File: config.mk
export PLATFORM = sky130hd
export DESIGN_NAME = imem_loader
export DESIGN_NICKNAME = d
export VERILOG_FILES = /design/src/rtl/imem_loader.sv
export SDC_FILE = /design/constraint.sdc
export NUM_CORES = 1
export LEC_CHECK = 0
export CAP_MARGIN = 20
export CORE_MARGIN = 2
export CORE_UTILIZATION = 28
export DETAILED_ROUTE_END_ITERATION = 10
export SLEW_MARGIN = 20
export SYNTH_ARGS = -nofsm -noshare
export SYNTH_HDL_FRONTEND = slang
export SYNTH_SLANG_ARGS = --single-unit
File: constraint.sdc
create_clock -name clk -period 4.3 [get_ports clk]
set_input_delay 0.86 -clock clk [delete_from_list [all_inputs] [get_ports clk]]
set_output_delay 0.86 -clock clk [all_outputs]
set_load 0.01 [all_outputs]
File: src/rtl/imem_loader.sv
// Byte-stream to instruction-memory loader: assembles 4 bytes per word and
// writes word_count words across two 512-word banks, then pulses done.
module imem_loader #(
    parameter bit BIG_ENDIAN = 1'b1
) (
    input  logic        clk,
    input  logic        reset,
    input  logic        start,
    input  logic [10:0] word_count,
    input  logic        in_valid,
    input  logic [7:0]  in_byte,
    output logic        in_ready,
    output logic        we0,
    output logic        we1,
    output logic [8:0]  waddr,
    output logic [31:0] wdata,
    output logic        busy,
    output logic        done,
    output logic        err
);

    typedef enum logic [1:0] {IDLE, RECV, WRITE} state_t;

    state_t      state, state_nxt;
    logic [9:0]  widx;
    logic [9:0]  last_idx;
    logic [1:0]  bcnt;
    logic [31:0] asm_word;
    logic [31:0] asm_nxt;
    logic        legal;
    logic        accept;
    logic        last;

    assign legal  = (word_count != 11'd0) && (word_count <= 11'd1024);
    assign accept = in_valid && (state == RECV);
    assign last   = (widx == last_idx);

    // Shift-in keeps partial words intact across in_valid gaps.
    always_comb begin
        asm_nxt = asm_word;
        if (BIG_ENDIAN)
            asm_nxt = {asm_word[23:0], in_byte};
        else
            asm_nxt = {in_byte, asm_word[31:8]};
    end

    always_ff @(posedge clk) begin
        if (reset)
            state <= IDLE;
        else
            state <= state_nxt;
    end

    always_comb begin
        state_nxt = state;
        case (state)
            IDLE:    if (start && legal) state_nxt = RECV;
            RECV:    if (accept && bcnt == 2'd3) state_nxt = WRITE;
            WRITE:   state_nxt = last ? IDLE : RECV;
            default: state_nxt = IDLE;
        endcase
    end

    always_comb begin
        in_ready = (state == RECV);
        busy     = (state != IDLE);
        we0      = (state == WRITE) && !widx[9];
        we1      = (state == WRITE) && widx[9];
        done     = (state == WRITE) && last;
    end

    // word_count of 1024 wraps to 0 in 10 bits, so last_idx = 1023 as required.
    always_ff @(posedge clk) begin
        if (reset) begin
            widx     <= '0;
            last_idx <= '0;
            bcnt     <= '0;
            asm_word <= '0;
            waddr    <= '0;
            wdata    <= '0;
            err      <= 1'b0;
        end else begin
            case (state)
                IDLE: begin
                    if (start) begin
                        if (legal) begin
                            widx     <= '0;
                            bcnt     <= '0;
                            asm_word <= '0;
                            last_idx <= word_count[9:0] - 10'd1;
                            err      <= 1'b0;
                        end else begin
                            err <= 1'b1;
                        end
                    end
                end
                RECV: begin
                    if (accept) begin
                        bcnt     <= bcnt + 2'd1;
                        asm_word <= asm_nxt;
                        if (bcnt == 2'd3) begin
                            waddr <= widx[8:0];
                            wdata <= asm_nxt;
                        end
                    end
                end
                WRITE: widx <= widx + 10'd1;
                default: ;
            endcase
        end
    end

endmodule

==> metrics.cfg <==
[timing]
fin_crit_ns = 3.04
tightest_slew_ns = 0.890
worst_slack_ns = 1.26
slew_violations = 0
final_hold_viol_count = 0
rsz0062_at_grt = no
fin_crit_sh_pct = 70.6
setup_violations = 0
max_freq_mhz = 329
fin_tns_setup_ns = 0
slew_headroom_pct = 40.5
skew_ns = 0.00892

[critical_path]
cp.required_ns = 4.57
slowest_stage = clkdlybuf4s50_1
cp-start-kind = input port
ff2ff_setup_slack_ns = 2.11
crit_buf_inv = 3
worstSetupPathDepth = 9
critPathArrivalTime_ns = 3.31
path_class = in -> reg
critPathMaxFanout = 26
path_cells = clkdlybuf4s50_1 > inv_1 > ha_1 > or4b_1 > or4_4 > and3_1 > nor3_4 > buf_4 > mux2_2
rr_worst_depth = 6
cp_top_family = simple AND/OR/NAND/NOR gates
cp-end-kind = flip-flop
slowest_delay_ns = 0.46

[die]
die-area_um2 = 13300
die_w_um = 115
die_y_um = 115
initial_core_util_pct = 28.8
rows = 40
io_pins = 70
core_area_um2 = 12100

[clock_network]
clk_path_buf_depth = 2
cts_tree = built
post_cts_buffers = 0
clk_pin_slew_worst_paths_ns = 0.06
h-tree-depth = 3
cts_buffers = 9
clock-sinks = 90
cts_root_buffer = clkbuf_16
clk_latency_ns = 0.33
cts_resized = 0
hold_buffers = 0

[route]
final_antenna_net_count = 0
drt_iter0_markers = 146
vias_per_cell = 4.59
drt-wirelength-per-cell_um = 13.1
drc = 0
vias = 2871
drt_wl_total_um = 8220
drtPass1Iterations = 4

[finish]
multiInputGateArea_um2 = 1530
final_util_pct = 38.1
antenna_cells = 0
area_growth_pct = 32.2
drive_gt1_share_pct = 6.56
seq_area_um2 = 1800
n_fill_cell = 1234
nNetsFinal = 479

[yosys]
yosys_warnings = 0
synth_top_area_cell = dfxtp_1
synth-seq-area-share_pct = 51.8
synth_area_leaders = dfxtp_1 (52%), nand2_1 (9.8%), a21oi_1 (6.6%)
synth_edf_count = 0
synth_nets = 420
yosys-top-cells-count = nand2_1 (91), dfxtp_1 (90), a21oi_1 (46), a22o_1 (25), clkbuf_1 (23)
yosysTopAreaCellShare_pct = 51.8
yosysMostFrequentCell = nand2_1
ys_ff_latch = 90
syn_avg_cell_area_um2 = 8.84
post_synth_num_cell_types = 39
synthArstFlopShare_pct = 0
synth_ff_type = dfxtp_1
syn_inst = 393
synth_area_um2 = 3480

[placement]
routabilityCongestion = 0.855
dp_hpwl_um = 5820
io_buffers = 69
dp_slack_ns = 0.922

[power]
p_leak_nw = 1.54
vdd_drop_max_mv = 0.202
p_per_area_nw_per_um2 = 378
p_total_mw = 1.74

[grt]
grt-ovfl-total = 0
grt_max_degree = 65
grt_pass1_wl_um = 13200
grt_pass1_vias = 2690
antenna_found_initial = 0
grtUsageTotal_pct = 12.4

[status]
status = finished, final reports clean

[worst_hold_path]
whs_path_depth = 2
hold_path_class = reg -> reg

[flow_run]
maxCapViolCount = 0

-- flip-flops by register name, summed over array words and instances (netlist names) --
name	count
wdata	32
asm_word	24
last_idx	10
widx	10
waddr	9
bcnt	2
state	2
err	1
-- worst min-delay path, cell delays in order (launching register included) --
cell	delay [ns]
dfxtp_1	0.31
nand2_1	0.05
a21oi_1	0.05
-- through the flow --
stage,std cells,hold slack (ns),area (µm²)
detailed placement,609,0.447,4300
finish,625,0.453,4600
global route,625,0.468,4600
global placement,609,0.446,4300
floorplan,393,0.432,3480
CTS,625,0.456,4600
-- cells by family (layout without fill, tap and decap cells) --
group           Yosys count  count (layout)  share of synthesized area (%)
simple gates            149             149                           19.0
compound gates           99              99                           18.6
xor+xnor                 17              17                           4.28
fa+ha+maj                 4               4                           1.44
flops                    90              90                           51.8
buf+inv                  32              96                           4.14
mux                       2               2                          0.612
-- placed cells by master, fill, tap and decap left out, types with 4 or more instances in the layout --
master / n
a211oi_1: 9
a21oi_1: 46
a22o_1: 25
buf_4: 7
clkbuf_16: 9
clkdlybuf4s50_1: 68
dfxtp_1: 90
ha_1: 4
inv_1: 4
nand2_1: 91
nand4_1: 5
nor2_1: 22
nor3_1: 8
o21ai_0: 7
o31a_1: 4
xnor2_1: 16
-- power by group --
part / internal, mW / total, mW / switching (mW)
logic: 0.0454 / 0.0965 / 0.0511
registers: 0.845 / 0.853 / 0.00867
clock network: 0.457 / 0.790 / 0.333
-- worst paths after layout --
kind                 startpoint        end
setup / recovery  word_count[0]    bcnt[0]
hold / removal        wdata[23]  wdata[23]
setup reg to reg       state[0]  wdata[20]
hold reg to reg       wdata[23]  wdata[23]
-- area by class of cell --
type	count	area share [%]
clock inverters	6	1.55
clock buffers	10	4.98
multi-input cells	271	33.3
flip-flops and latches	90	39.2
repair buffers	76	16.1
well taps	168	4.57
inverters	4	0.327
-- per-layer routing --
layer	global-route usage, %	part of all wire (%)
met5	0	0
met3	2.14	2.9
met4	5.94	2.0
met1	17.5	52
met2	18.3	43
Note: power is estimated with default switching activity, not from simulation.
